## config.mk

```make
export PLATFORM = sky130hd
export DESIGN_NAME = code_ctrl
export DESIGN_NICKNAME = d
export VERILOG_FILES = /design/src/rtl/code_ctrl_pkg.sv /design/src/rtl/code_ctrl_hold.sv /design/src/rtl/code_ctrl.sv
export SDC_FILE = /design/constraint.sdc
export NUM_CORES = 1
export LEC_CHECK = 0
export CORE_ASPECT_RATIO = 1.5
export CORE_UTILIZATION = 56
export CTS_BUF_LIST = sky130_fd_sc_hd__clkbuf_16
export CTS_CLUSTER_SIZE = 14
export DETAILED_ROUTE_END_ITERATION = 8
export DONT_BUFFER_PORTS = 1
export GPL_ROUTABILITY_DRIVEN = 0
export PLACE_DENSITY = 0.85
export REMOVE_ABC_BUFFERS = 1
export SYNTH_ARGS = -nofsm -noshare
export SYNTH_HDL_FRONTEND = slang
export SYNTH_SLANG_ARGS = --single-unit
```

## constraint.sdc

```tcl
create_clock -name clk -period 1.8 [get_ports clk]
set_input_delay 0.27 -clock clk [delete_from_list [all_inputs] [get_ports clk]]
set_output_delay 0.27 -clock clk [all_outputs]
set_load 0.02 [all_outputs]
```

## src/rtl/code_ctrl_pkg.sv

```systemverilog
// Shared constants for the keypad code-check controller: state encoding and
// entry geometry (digit width, digits per code).
package code_ctrl_pkg;

  localparam int DIGIT_W   = 4;
  localparam int CODE_LEN  = 4;
  localparam int ENTRY_W   = DIGIT_W * CODE_LEN;
  localparam int MAX_DIGIT = 9;

  typedef enum logic [2:0] {
    S_IDLE   = 3'd0,
    S_ENTER  = 3'd1,
    S_CHECK  = 3'd2,
    S_UNLOCK = 3'd3,
    S_ALARM  = 3'd4
  } state_t;

  function automatic logic digit_ok(input logic [DIGIT_W-1:0] d);
    return d <= DIGIT_W'(MAX_DIGIT);
  endfunction

endpackage

```

## src/rtl/code_ctrl_hold.sv

```systemverilog
// Hold timer shared by UNLOCK and ALARM: counts 0..len-1 after start and
// raises a one-cycle done pulse on the last cycle of the hold.
module hold_timer (
  input  logic        clk,
  input  logic        rst,
  input  logic        start,
  input  logic [31:0] len,
  output logic        done
);

  logic [31:0] cnt_q, cnt_d;
  logic        run_q, run_d;

  always_comb begin
    cnt_d = cnt_q;
    run_d = run_q;
    done  = run_q && (cnt_q == len - 32'd1);
    if (start) begin
      cnt_d = '0;
      run_d = 1'b1;
    end else if (done) begin
      cnt_d = '0;
      run_d = 1'b0;
    end else if (run_q) begin
      cnt_d = cnt_q + 32'd1;
    end
  end

  always_ff @(posedge clk) begin
    if (rst) begin
      cnt_q <= '0;
      run_q <= 1'b0;
    end else begin
      cnt_q <= cnt_d;
      run_q <= run_d;
    end
  end

endmodule

```

## src/rtl/code_ctrl.sv

```systemverilog
// Keypad code-check controller: buffers up to four digits, compares on confirm,
// drives a timed unlock on success and a timed alarm after MAX_FAIL failures.
module code_ctrl
  import code_ctrl_pkg::*;
#(
  parameter logic [15:0] CODE      = 16'h1234,
  parameter int          MAX_FAIL  = 3,
  parameter int          ALARM_CYC = 625_000_000,
  parameter int          OK_CYC    = 250_000_000
) (
  input  logic               clk,
  input  logic               rst,
  input  logic               key_vld,
  input  logic [DIGIT_W-1:0] key_digit,
  input  logic               key_confirm,
  input  logic               key_clear,
  output logic               alarm_en,
  output logic               unlock,
  output logic [2:0]         digit_cnt,
  output logic [1:0]         fail_cnt
);

  localparam logic [2:0] MAX_FAIL_C = 3'(MAX_FAIL);
  localparam logic [2:0] FULL_C     = 3'(CODE_LEN);

  state_t             state_q, state_d;
  logic [ENTRY_W-1:0] entry_q, entry_d;
  logic [2:0]         dcnt_q, dcnt_d;
  logic [1:0]         fail_q, fail_d;
  logic               unlock_q, unlock_d;
  logic               alarm_q, alarm_d;

  logic        hold_start;
  logic        hold_done;
  logic [31:0] hold_len;
  logic [2:0]  fail_inc;
  logic        match;

  assign fail_inc = {1'b0, fail_q} + 3'd1;
  assign match    = (dcnt_q == FULL_C) && (entry_q == CODE);
  assign hold_len = (state_q == S_ALARM) ? 32'(ALARM_CYC) : 32'(OK_CYC);

  always_comb begin
    state_d = state_q;
    entry_d = entry_q;
    dcnt_d  = dcnt_q;
    fail_d  = fail_q;
    case (state_q)
      S_IDLE, S_ENTER: begin
        // clear outranks confirm, which outranks a digit in the same cycle
        if (key_clear) begin
          entry_d = '0;
          dcnt_d  = '0;
          state_d = S_IDLE;
        end else if (key_confirm) begin
          state_d = S_CHECK;
        end else if (key_vld && digit_ok(key_digit) && (dcnt_q != FULL_C)) begin
          entry_d = {entry_q[ENTRY_W-DIGIT_W-1:0], key_digit};
          dcnt_d  = dcnt_q + 3'd1;
          state_d = S_ENTER;
        end
      end
      S_CHECK: begin
        entry_d = '0;
        dcnt_d  = '0;
        if (match) begin
          fail_d  = '0;
          state_d = S_UNLOCK;
        end else if (fail_inc < MAX_FAIL_C) begin
          fail_d  = fail_inc[1:0];
          state_d = S_IDLE;
        end else begin
          fail_d  = MAX_FAIL_C[1:0];
          state_d = S_ALARM;
        end
      end
      S_UNLOCK: begin
        if (hold_done) state_d = S_IDLE;
      end
      S_ALARM: begin
        if (hold_done) begin
          fail_d  = '0;
          state_d = S_IDLE;
        end
      end
      default: begin
        entry_d = '0;
        dcnt_d  = '0;
        state_d = S_IDLE;
      end
    endcase
  end

  // Outputs follow the next state so they are registered yet aligned with it.
  always_comb begin
    unlock_d   = (state_d == S_UNLOCK);
    alarm_d    = (state_d == S_ALARM);
    hold_start = (state_d != state_q) && (unlock_d || alarm_d);
  end

  hold_timer u_hold (
    .clk   (clk),
    .rst   (rst),
    .start (hold_start),
    .len   (hold_len),
    .done  (hold_done)
  );

  always_ff @(posedge clk) begin
    if (rst) begin
      state_q  <= S_IDLE;
      entry_q  <= '0;
      dcnt_q   <= '0;
      fail_q   <= '0;
      unlock_q <= 1'b0;
      alarm_q  <= 1'b0;
    end else begin
      state_q  <= state_d;
      entry_q  <= entry_d;
      dcnt_q   <= dcnt_d;
      fail_q   <= fail_d;
      unlock_q <= unlock_d;
      alarm_q  <= alarm_d;
    end
  end

  assign alarm_en  = alarm_q;
  assign unlock    = unlock_q;
  assign digit_cnt = dcnt_q;
  assign fail_cnt  = fail_q;

endmodule
```

==> flow_metrics.tcl <==
set metrics [dict create \
    async_flop_share 0 \
    worstMarginPinSlew_ps 391 \
    netlist_area_mm2 0.00277 \
    hold_class "input pin to flip-flop" \
    grt_first_pass_wirelength_um 10200 \
    syn_area_per_cell_um2 8.86 \
    yosysSeqAreaShare 0.426 \
    run_status "finished, violations left" \
    drtAntennaViolNets 0 \
    fin_util 0.750 \
    crit_family "simple AND/OR/NAND/NOR gates" \
    end_kind "flip-flop" \
    finalPower_mw 2.96 \
    synth_edf_count 0 \
    placed_area_mm2 0.00311 \
    port_buffers 0 \
    drt-initial-drc-count 238 \
    hold_violations 0 \
    netlist_instances 313 \
    cts.sinks 59 \
    diodes 0 \
    setup_viol 32 \
    timing.critical_path.buf_inv 2 \
    whs_ps 13.7 \
    synth_warnings 0 \
    grt_remaining_overflow 0 \
    crit_fanout 6 \
    drive_above_1_share 0.260 \
    ys_ff_latch 59 \
    layout_commonest_cell "dfxtp_1" \
    fin_nets 369 \
    clk_pin_slew_ps 50 \
    p_per_area_mw_per_mm2 821 \
    coreArea_mm2 0.00481 \
    min_period_ps 1890 \
    path_cells "or4_4 -> nor2_4 -> a21oi_2 -> o311ai_4 -> buf_12 -> buf_12 -> nor2_1" \
    fmax_mhz 530 \
    cts-root-buf "clkbuf_16" \
    area_growth_pct 30.0 \
    die_h_um 88.2 \
    first_pass_iters 4 \
    skew_ps 7.84 \
    cts_buffers 9 \
    avgRoutedWirePerCell_um 18.3 \
    final-max-slew-violation-count 0 \
    grt_max_degree 32 \
    maxCapViolations 0 \
    ir_drop_mv 0.552 \
    violations "setup timing" \
    num_rows 31 \
    drt-total-wl_um 7820 \
    fillers 311 \
    timing.final.crit_share 1.05 \
    max_stage_delay_ps 550 \
    setup_ws_ps -87.5 \
    track_usage 0.267 \
    ys_types 49 \
    clock_latency_ps 330 \
    vias 2612 \
    cp_slowest_cell "or4_4" \
    die_w_um 59.5 \
    fp.dieArea_mm2 0.00524 \
    htreeDepth 3 \
    antenna_found_initial 0 \
    startpoint_type "flip-flop" \
    hpwlAfterDp_um 4470 \
    worstPathArrival_ps 2100 \
    start_util 0.577 \
    layout_common_cells "dfxtp_1, nor2_1, buf_4" \
    io_pins 16 \
    ys.flop_type "dfxtp_1" \
    multi_input_area_mm2 0.00165 \
    post-route-cell-area_mm2 0.00361 \
    cts_tree "done" \
    clockBufferDepth 2 \
    register_area_mm2 0.00118 \
    route.detailed.drc 0 \
    cpMostUsedCell "buf_12" \
    cp.required_ps 2010 \
    relSlewSlack 0.738 \
    detail_route.vias_per_cell 6.12 \
    crit_type "flip-flop to flip-flop" \
    rsz0062_at_grt "yes" \
    p_leak_nw 1.41 \
    post-place-ws_ps -62.3 \
    grt_pass1_vias 2319 \
]
## per-layer routing
layer,up-vias,share of wire,GRT usage,wire length [µm]
li1,1191,-,-,-
met1,1281,0.37,0.272,2900
met2,98,0.52,0.480,4090
met3,42,0.055,0.0739,430
met4,0,0.052,0.143,404
met5,-,0,0,0
## where the power goes
| group | switching, mW | leakage, nW | internal (mW) |
|---|---|---|---|
| Combinational | 0.0945 | 0.803 | 0.0775 |
| Sequential | 0.0119 | 0.477 | 1.32 |
| Clock | 0.561 | 0.135 | 0.896 |
## worst paths after layout
check / from / depth (start not counted) / end / slack [ps]
worst min register to register: entry_q[14] / 2 / entry_q[14] / 460
worst max register to register: entry_q[13] / 7 / u_hold.cnt_q[19] / -90
worst max-delay path: entry_q[13] / 7 / u_hold.cnt_q[19] / -90
worst min-delay path: rst / 1 / fail_cnt[1] / 10
## cell type report
type	count	share of cell area
clock buffers	9	0.0624
multi-input cells	236	0.456
clock inverters	6	0.00728
flip-flops and latches	59	0.328
repair buffers	44	0.116
inverters	7	0.00728
well taps	66	0.0229
## logic make-up (layout without fill, tap and decap cells)
group | count (synthesis) | count (layout) | share of synthesized area
AO/OA/AOI/OAI | 36 | 36 | 0.0853
AND/OR/NAND/NOR | 157 | 157 | 0.310
XOR/XNOR | 30 | 30 | 0.0947
buffers and inverters | 18 | 66 | 0.0338
multiplexers | 10 | 10 | 0.0370
flip-flops | 59 | 59 | 0.426
adder cells (fa/ha/maj) | 3 | 3 | 0.0135
## synth_stat cells, types with 7 or more instances
cell type / instances / area (µm²)
inv_1: 7 / 26.3
mux2i_1: 8 / 80.1
nor2_1: 45 / 169
xor2_1: 21 / 184
dfxtp_1: 59 / 1180
xnor2_1: 9 / 78.8
a21oi_1: 7 / 35.0
nand4_1: 11 / 68.8
nand2_1: 29 / 109
o21ai_0: 15 / 75.1
nand3_1: 23 / 115
and3_1: 8 / 50.1
## through the flow
stage                     cells  TNS [ps]
after floorplan             302    -21740
after global placement      406         0
after detailed placement    406     -1380
after CTS                   421         0
after global routing        427     -3600
final                       427     -2210
## timing repair
action / in CTS / in global routing
setup buffers: 0 / 3
hold endpoints to repair: 0 / 0
endpoints found under the setup margin: 33 / 35
gates resized for setup: 3 / 33
gates cloned: 0 / 3
pin swaps: 0 / 6
hold buffers: 0 / 0
## registers in the layout, summed over array words and instances, names as in the netlist
signal and count:
u_hold.run_q 1, fail_cnt 2, digit_cnt 3, alarm_en 1, state_q 3, u_hold.cnt_q 32
unlock 1, entry_q 16
Power figures use the tool's default switching activity.
